--- config.mk ---
export PLATFORM = sky130hd
export DESIGN_NAME = ddc_cfg_ctrl_flat
export DESIGN_NICKNAME = d
export VERILOG_FILES = /design/src/rtl/ddc_cfg_ctrl_if.sv /design/src/rtl/ddc_cfg_ctrl.sv /design/src/flat_wrapper.sv
export SDC_FILE = /design/constraint.sdc
export NUM_CORES = 1
export LEC_CHECK = 0
export BUFFER_PORTS_ARGS = -buffer_cell sky130_fd_sc_hd__buf_4
export CORE_MARGIN = 3
export CORE_UTILIZATION = 24
export DETAILED_ROUTE_END_ITERATION = 7
export GPL_ROUTABILITY_DRIVEN = 0
export PLACE_DENSITY_LB_ADDON = 0.25
export SLEW_MARGIN = 40
export SYNTH_ARGS = -nofsm -noshare
export SYNTH_HDL_FRONTEND = slang
export SYNTH_SLANG_ARGS = --single-unit
--- constraint.sdc ---
create_clock -name clk_i -period 4.3 [get_ports clk_i]
set_input_delay 0.215 -clock clk_i [delete_from_list [all_inputs] [get_ports clk_i]]
set_output_delay 0.215 -clock clk_i [all_outputs]
set_load 0.005 [all_outputs]
--- src/rtl/ddc_cfg_ctrl_if.sv ---
// Config word handshake from the control plane into ddc_cfg_ctrl.
interface ddc_cfg_ctrl_if #(
    parameter int PHASE_WIDTH = 16,
    parameter int DEC_WIDTH   = 8
);
    logic                   cfg_valid;
    logic                   cfg_ready;
    logic [PHASE_WIDTH-1:0] cfg_phase_inc;
    logic [PHASE_WIDTH-1:0] cfg_phase_offset;
    logic [DEC_WIDTH-1:0]   cfg_decimation;
    logic                   cfg_round_type;

    modport master (
        output cfg_valid, cfg_phase_inc, cfg_phase_offset, cfg_decimation, cfg_round_type,
        input  cfg_ready
    );

    modport slave (
        input  cfg_valid, cfg_phase_inc, cfg_phase_offset, cfg_decimation, cfg_round_type,
        output cfg_ready
    );
endinterface

--- src/rtl/ddc_cfg_ctrl.sv ---
// Sequences ddc reconfiguration: drain pipeline, load settings atomically, blank outputs while the FIR refills.
// Latency: new settings visible DRAIN_CYCLES+2 clocks after a RUN handshake (2 clocks from IDLE).
// Backpressure: cfg_ready low during DRAIN/LOAD/SETTLE; input samples dropped in DRAIN/LOAD are not buffered.
module ddc_cfg_ctrl #(
    parameter int PHASE_WIDTH    = 16,
    parameter int DEC_WIDTH      = 8,
    parameter int DRAIN_CYCLES   = 32,
    parameter int SETTLE_SAMPLES = 8,
    parameter int CNT_WIDTH      = 16
) (
    input  logic                   clk_i,
    input  logic                   rstn_i,
    ddc_cfg_ctrl_if.slave          cfg,
    input  logic                   s_tvalid_i,
    output logic                   ddc_tvalid_o,
    output logic                   ddc_en_o,
    output logic [PHASE_WIDTH-1:0] ddc_phase_inc_o,
    output logic [PHASE_WIDTH-1:0] ddc_phase_offset_o,
    output logic [DEC_WIDTH-1:0]   ddc_decimation_o,
    output logic                   ddc_round_type_o,
    input  logic                   ddc_tvalid_i,
    output logic                   m_tvalid_o,
    output logic                   busy_o,
    output logic                   cfg_err_o
);

    typedef enum logic [2:0] {
        ST_IDLE,
        ST_RUN,
        ST_DRAIN,
        ST_LOAD,
        ST_SETTLE
    } state_t;

    localparam logic [CNT_WIDTH-1:0] DRAIN_LAST  = CNT_WIDTH'(DRAIN_CYCLES - 1);
    localparam logic [CNT_WIDTH-1:0] SETTLE_LAST = CNT_WIDTH'(SETTLE_SAMPLES - 1);

    state_t                 state_q, state_d;
    logic [CNT_WIDTH-1:0]   cnt_q, cnt_d, cnt_inc;
    logic                   cfg_hs;

    logic [PHASE_WIDTH-1:0] sh_phase_inc, sh_phase_offset;
    logic [DEC_WIDTH-1:0]   sh_decimation;
    logic                   sh_round_type;

    assign cfg.cfg_ready = (state_q == ST_IDLE) || (state_q == ST_RUN);
    assign cfg_hs        = cfg.cfg_valid && cfg.cfg_ready;
    assign cnt_inc       = (cnt_q == '1) ? cnt_q : cnt_q + CNT_WIDTH'(1);

    assign ddc_en_o     = (state_q == ST_RUN) || (state_q == ST_DRAIN) || (state_q == ST_SETTLE);
    assign ddc_tvalid_o = ((state_q == ST_RUN) || (state_q == ST_SETTLE)) && s_tvalid_i;
    // Drain still forwards results computed with the old settings.
    assign m_tvalid_o   = ((state_q == ST_RUN) || (state_q == ST_DRAIN)) && ddc_tvalid_i;
    assign busy_o       = (state_q == ST_DRAIN) || (state_q == ST_LOAD) || (state_q == ST_SETTLE);

    always_ff @(posedge clk_i or negedge rstn_i) begin
        if (!rstn_i) begin
            state_q <= ST_IDLE;
            cnt_q   <= '0;
        end else begin
            state_q <= state_d;
            cnt_q   <= cnt_d;
        end
    end

    always_comb begin
        state_d = state_q;
        cnt_d   = cnt_q;
        case (state_q)
            ST_IDLE: begin
                if (cfg_hs) state_d = ST_LOAD;
            end
            ST_RUN: begin
                if (cfg_hs) begin
                    state_d = ST_DRAIN;
                    cnt_d   = '0;
                end
            end
            ST_DRAIN: begin
                if (cnt_q >= DRAIN_LAST) state_d = ST_LOAD;
                else                     cnt_d   = cnt_inc;
            end
            ST_LOAD: begin
                cnt_d   = '0;
                state_d = (SETTLE_SAMPLES == 0) ? ST_RUN : ST_SETTLE;
            end
            ST_SETTLE: begin
                // The valid that completes the count is itself blanked.
                if (ddc_tvalid_i) begin
                    if (cnt_q >= SETTLE_LAST) state_d = ST_RUN;
                    else                      cnt_d   = cnt_inc;
                end
            end
            default: begin
                state_d = ST_IDLE;
                cnt_d   = '0;
            end
        endcase
    end

    always_ff @(posedge clk_i or negedge rstn_i) begin
        if (!rstn_i) begin
            sh_phase_inc    <= '0;
            sh_phase_offset <= '0;
            sh_decimation   <= DEC_WIDTH'(1);
            sh_round_type   <= 1'b0;
            cfg_err_o       <= 1'b0;
        end else begin
            cfg_err_o <= cfg_hs && (cfg.cfg_decimation == '0);
            if (cfg_hs) begin
                sh_phase_inc    <= cfg.cfg_phase_inc;
                sh_phase_offset <= cfg.cfg_phase_offset;
                sh_decimation   <= (cfg.cfg_decimation == '0) ? DEC_WIDTH'(1) : cfg.cfg_decimation;
                sh_round_type   <= cfg.cfg_round_type;
            end
        end
    end

    // All four fields move on the same edge so ddc never sees a mixed config.
    always_ff @(posedge clk_i or negedge rstn_i) begin
        if (!rstn_i) begin
            ddc_phase_inc_o    <= '0;
            ddc_phase_offset_o <= '0;
            ddc_decimation_o   <= DEC_WIDTH'(1);
            ddc_round_type_o   <= 1'b0;
        end else if (state_q == ST_LOAD) begin
            ddc_phase_inc_o    <= sh_phase_inc;
            ddc_phase_offset_o <= sh_phase_offset;
            ddc_decimation_o   <= sh_decimation;
            ddc_round_type_o   <= sh_round_type;
        end
    end

endmodule

--- src/flat_wrapper.sv ---
// flat-port wrapper written by rule: the top's interface ports become plain ports
module ddc_cfg_ctrl_flat 
#(
    parameter int PHASE_WIDTH    = 16,
    parameter int DEC_WIDTH      = 8,
    parameter int DRAIN_CYCLES   = 32,
    parameter int SETTLE_SAMPLES = 8,
    parameter int CNT_WIDTH      = 16
)
  (clk_i, rstn_i, s_tvalid_i, ddc_tvalid_o, ddc_en_o, ddc_phase_inc_o, ddc_phase_offset_o, ddc_decimation_o, ddc_round_type_o, ddc_tvalid_i, m_tvalid_o, busy_o, cfg_err_o, cfg_cfg_valid, cfg_cfg_phase_inc, cfg_cfg_phase_offset, cfg_cfg_decimation, cfg_cfg_round_type, cfg_cfg_ready);
  ddc_cfg_ctrl_if #(.PHASE_WIDTH(PHASE_WIDTH), .DEC_WIDTH(DEC_WIDTH)) cfg_i ();
  input  logic clk_i;
  input  logic rstn_i;
  input  logic s_tvalid_i;
  output logic ddc_tvalid_o;
  output logic ddc_en_o;
  output logic [PHASE_WIDTH-1:0] ddc_phase_inc_o;
  output logic [PHASE_WIDTH-1:0] ddc_phase_offset_o;
  output logic [DEC_WIDTH-1:0] ddc_decimation_o;
  output logic ddc_round_type_o;
  input  logic ddc_tvalid_i;
  output logic m_tvalid_o;
  output logic busy_o;
  output logic cfg_err_o;
  input wire logic [$bits(cfg_i.cfg_valid)-1:0] cfg_cfg_valid;
  input wire logic [$bits(cfg_i.cfg_phase_inc)-1:0] cfg_cfg_phase_inc;
  input wire logic [$bits(cfg_i.cfg_phase_offset)-1:0] cfg_cfg_phase_offset;
  input wire logic [$bits(cfg_i.cfg_decimation)-1:0] cfg_cfg_decimation;
  input wire logic [$bits(cfg_i.cfg_round_type)-1:0] cfg_cfg_round_type;
  output wire logic [$bits(cfg_i.cfg_ready)-1:0] cfg_cfg_ready;
  assign cfg_i.cfg_valid = cfg_cfg_valid;
  assign cfg_i.cfg_phase_inc = cfg_cfg_phase_inc;
  assign cfg_i.cfg_phase_offset = cfg_cfg_phase_offset;
  assign cfg_i.cfg_decimation = cfg_cfg_decimation;
  assign cfg_i.cfg_round_type = cfg_cfg_round_type;
  assign cfg_cfg_ready = cfg_i.cfg_ready;
  ddc_cfg_ctrl #(.PHASE_WIDTH(PHASE_WIDTH), .DEC_WIDTH(DEC_WIDTH), .DRAIN_CYCLES(DRAIN_CYCLES), .SETTLE_SAMPLES(SETTLE_SAMPLES), .CNT_WIDTH(CNT_WIDTH)) u_core (.clk_i(clk_i), .rstn_i(rstn_i), .cfg(cfg_i), .s_tvalid_i(s_tvalid_i), .ddc_tvalid_o(ddc_tvalid_o), .ddc_en_o(ddc_en_o), .ddc_phase_inc_o(ddc_phase_inc_o), .ddc_phase_offset_o(ddc_phase_offset_o), .ddc_decimation_o(ddc_decimation_o), .ddc_round_type_o(ddc_round_type_o), .ddc_tvalid_i(ddc_tvalid_i), .m_tvalid_o(m_tvalid_o), .busy_o(busy_o), .cfg_err_o(cfg_err_o));
endmodule
==> results.toml <==
[flow_run]
maxCapViolCount = 0

[timing]
skew_ns = 0.009293
rsz0062_at_grt = "no"
period_share = 0.5107
min_period_ns = 2.196
hold_viol_final = 0
tightest_slew_ns = 0.6475
setup_viol = 0
slew_headroom = 0.5684
slew_violations = 0
fin_setup_tns_ns = 0
fmax_ghz = 0.4554

[cts]
clk_latency_ns = 0.35
cts_htree_levels = 3
numCtsBuffers = 9
clkTransAtPathRegs_ns = 0.07
postCtsSetupRepairBufs = 0
clkSinkCount = 102
cts_buffer_depth = 2
cts_tree = "done"
root_buffer = "clkbuf_16"

[drt]
routed_wl_mm = 8.578
firstDrtPassIters = 4
wl_per_cell_microns = 14.37
via_count = 2459
drtIter0Drc = 94
via_per_inst = 4.119
route.detailed.drc = 0
drtAntennaViolNets = 0

[cells_and_area]
drive_above_1_share = 0.4570
area.growth.synth_to_final_pct = 27.47
diodes = 0
multi_input_area_sq_mm = 0.001604
seq_area_sq_mm = 0.002555
fillers = 1751
nets = 414

[synth]
synth_top_area_frac = 0.5814
yosysWarnings = 0
synthMostInstantiatedCell = "dfrtp_1"
syn_avg_cell_area_sq_um = 15.71
netlist_top_cells_area = "dfrtp_1, mux2_4, mux2_1, buf_6, and2_1"
syn_inst = 274
synth_top_area_cell = "dfrtp_1"
synth_area_sq_mm = 0.004304
synth-seq-cells = 102
synth_cell_types = 43
synth_edf_count = 0
synthFlopType = "dfrtp_1"
yosys-top-cells-count = "dfrtp_1, mux2_1, mux2_4"
seq_area_frac_synth = 0.5936
syn_nets = 321
synthArstFlopShare = 1.000

[setup_path]
crit_buf_inv = 1
cp_slowest_stage_delay_ns = 0.53
crit_fanout = 30
critPathLaunchType = "flip-flop"
end_kind = "flip-flop"
cp_cell_sequence = "nor2_1 -> and2_2 -> buf_4 -> mux2_2"
critPathArrivalTime_ns = 2.43
critPathSlowestCell = "dfrtp_1"
crit_type = "reg2reg"
cp_top_family = "simple AND/OR/NAND/NOR gates"
required_ns = 4.53

[floorplan]
core_region_area_sq_mm = 0.01742
ios = 93
die_x_microns = 139.9
rows = 48
dieHeight_microns = 139.9
dieArea_sq_mm = 0.01958
initial_core_util = 0.2471

[global_route]
grt_pass1_vias = 2661
antenna_found_initial = 0
grt_max_degree = 70
track_usage = 0.09275
grt_overflow = 0
grt_pass1_wl_mm = 14.30

[placement]
dpl.hpwl_mm = 5.940
numPortBuffers = 92

[power]
power_mw = 3.798
ir_drop_mv = 0.2841
powerDensity_mw_per_mm2 = 692.2
p_leak_nw = 2.639

[worst_hold_path]
min_path_type = "in2reg"

[status]
outcome = "finished, final reports clean"
[repair_timing]
item	CTS	global route
hold endpoints to repair	66	0
hold buffers	1	0
gates resized for setup	0	0
[placed cells by master, fill, tap and decap left out, drive strengths merged, types with 2 or more instances in the layout]
cell	Yosys	routed
clkinvlp	0	3
and3	2	2
nor2b	2	2
and2	13	13
inv	2	3
nor3b	2	2
nand2	11	11
nor2	9	9
nand3	2	2
xnor2	2	2
o21ai	3	3
nand4	5	5
dfstp	2	2
dfrtp	100	100
buf	14	95
nor4	4	4
mux2i	2	2
mux2	84	84
clkbuf	0	10
nand2b	3	3
[registers in the layout (all words and copies together), names as in the netlist]
register                   flops
u_core.cnt_q                  16
u_core.ddc_phase_inc_o        16
u_core.ddc_phase_offset_o     16
u_core.sh_phase_inc           16
u_core.sh_phase_offset        16
u_core.ddc_decimation_o        8
u_core.sh_decimation           8
u_core.state_q                 3
u_core.cfg_err_o               1
u_core.ddc_round_type_o        1
u_core.sh_round_type           1
[worst reg2reg max path, stage by stage (launching register included)]
cell,delay (ns)
dfrtp_1,0.53
nor2_1,0.24
and2_2,0.43
buf_4,0.46
mux2_2,0.42
[final timing paths]
| kind | from | end | slack [ns] | cells after the start |
|---|---|---|---|---|
| setup reg to reg | u_core.state_q[2]$_DFFE_PN0P_ | u_core.sh_phase_inc[7]$_DFFE_PN0P_ | 2.10 | 4 |
| setup / recovery | u_core.state_q[2]$_DFFE_PN0P_ | u_core.sh_phase_inc[7]$_DFFE_PN0P_ | 2.10 | 4 |
| hold reg to reg | u_core.sh_phase_inc[0]$_DFFE_PN0P_ | u_core.sh_phase_inc[0]$_DFFE_PN0P_ | 0.48 | 1 |
| min in group asynchronous | rstn_i | u_core.ddc_phase_offset_o[9]$_DFFE_PN0P_ | 0.44 | 2 |
| hold / removal | cfg_cfg_phase_offset[0] | u_core.sh_phase_offset[0]$_DFFE_PN0P_ | 0.08 | 2 |
| max in group asynchronous | rstn_i | u_core.cnt_q[13]$_DFFE_PN0P_ | 2.95 | 3 |
[per-layer routing]
| layer | vias up | track usage | wire (microns) |
|---|---|---|---|
| met5 | - | 0 | 0 |
| met4 | 0 | 0.04131 | 163 |
| met3 | 11 | 0.03448 | 530 |
| met2 | 76 | 0.1362 | 3811 |
| met1 | 1226 | 0.1224 | 4073 |
| li1 | 1146 | - | - |
[power by group]
group | internal, mW | switching [mW] | total [mW] | leakage (nW)
logic | 0.864 | 0.473 | 1.34 | 1.26
registers | 1.39 | 0.253 | 1.64 | 1.24
clock network | 0.455 | 0.368 | 0.823 | 0.135
[cell families after synthesis]
kind of cell / after synthesis / synth area share
adder cells (fa/ha/maj): 1 / 0.002907
AND/OR/NAND/NOR: 56 / 0.08546
multiplexers: 86 / 0.2584
flip-flops: 102 / 0.5936
AO/OA/AOI/OAI: 11 / 0.02093
buffers and inverters: 16 / 0.03459
XOR/XNOR: 2 / 0.004071
[metrics by stage]
| stage | hold WS, ns | setup WS, ns | utilization | area [sq um] | std cells |
|---|---|---|---|---|---|
| 2_1_floorplan | -0.08059 | 2.613 | - | 4304 | 274 |
| 3_3_place_gp | 0.3929 | 2.139 | 0.2959 | 5154 | 579 |
| 3_5_place_dp | 0.2726 | 2.116 | 0.2973 | 5177 | 580 |
| 4_1_cts | 0.05757 | 2.084 | 0.3150 | 5487 | 597 |
| 5_1_grt | 0.05752 | 1.985 | 0.3150 | 5487 | 597 |
| 6_report | 0.08198 | 2.104 | 0.3150 | 5487 | 597 |
[cell type report]
cell class | instances | share of cell area
clock buffer | 10 | 0.04173
clock inverter | 6 | 0.01277
inverter | 2 | 0.001368
multi-input combinational | 156 | 0.2924
sequential | 102 | 0.4657
tap | 225 | 0.05131
timing repair buffer | 96 | 0.1348
Note: power is estimated with default switching activity, not from simulation.
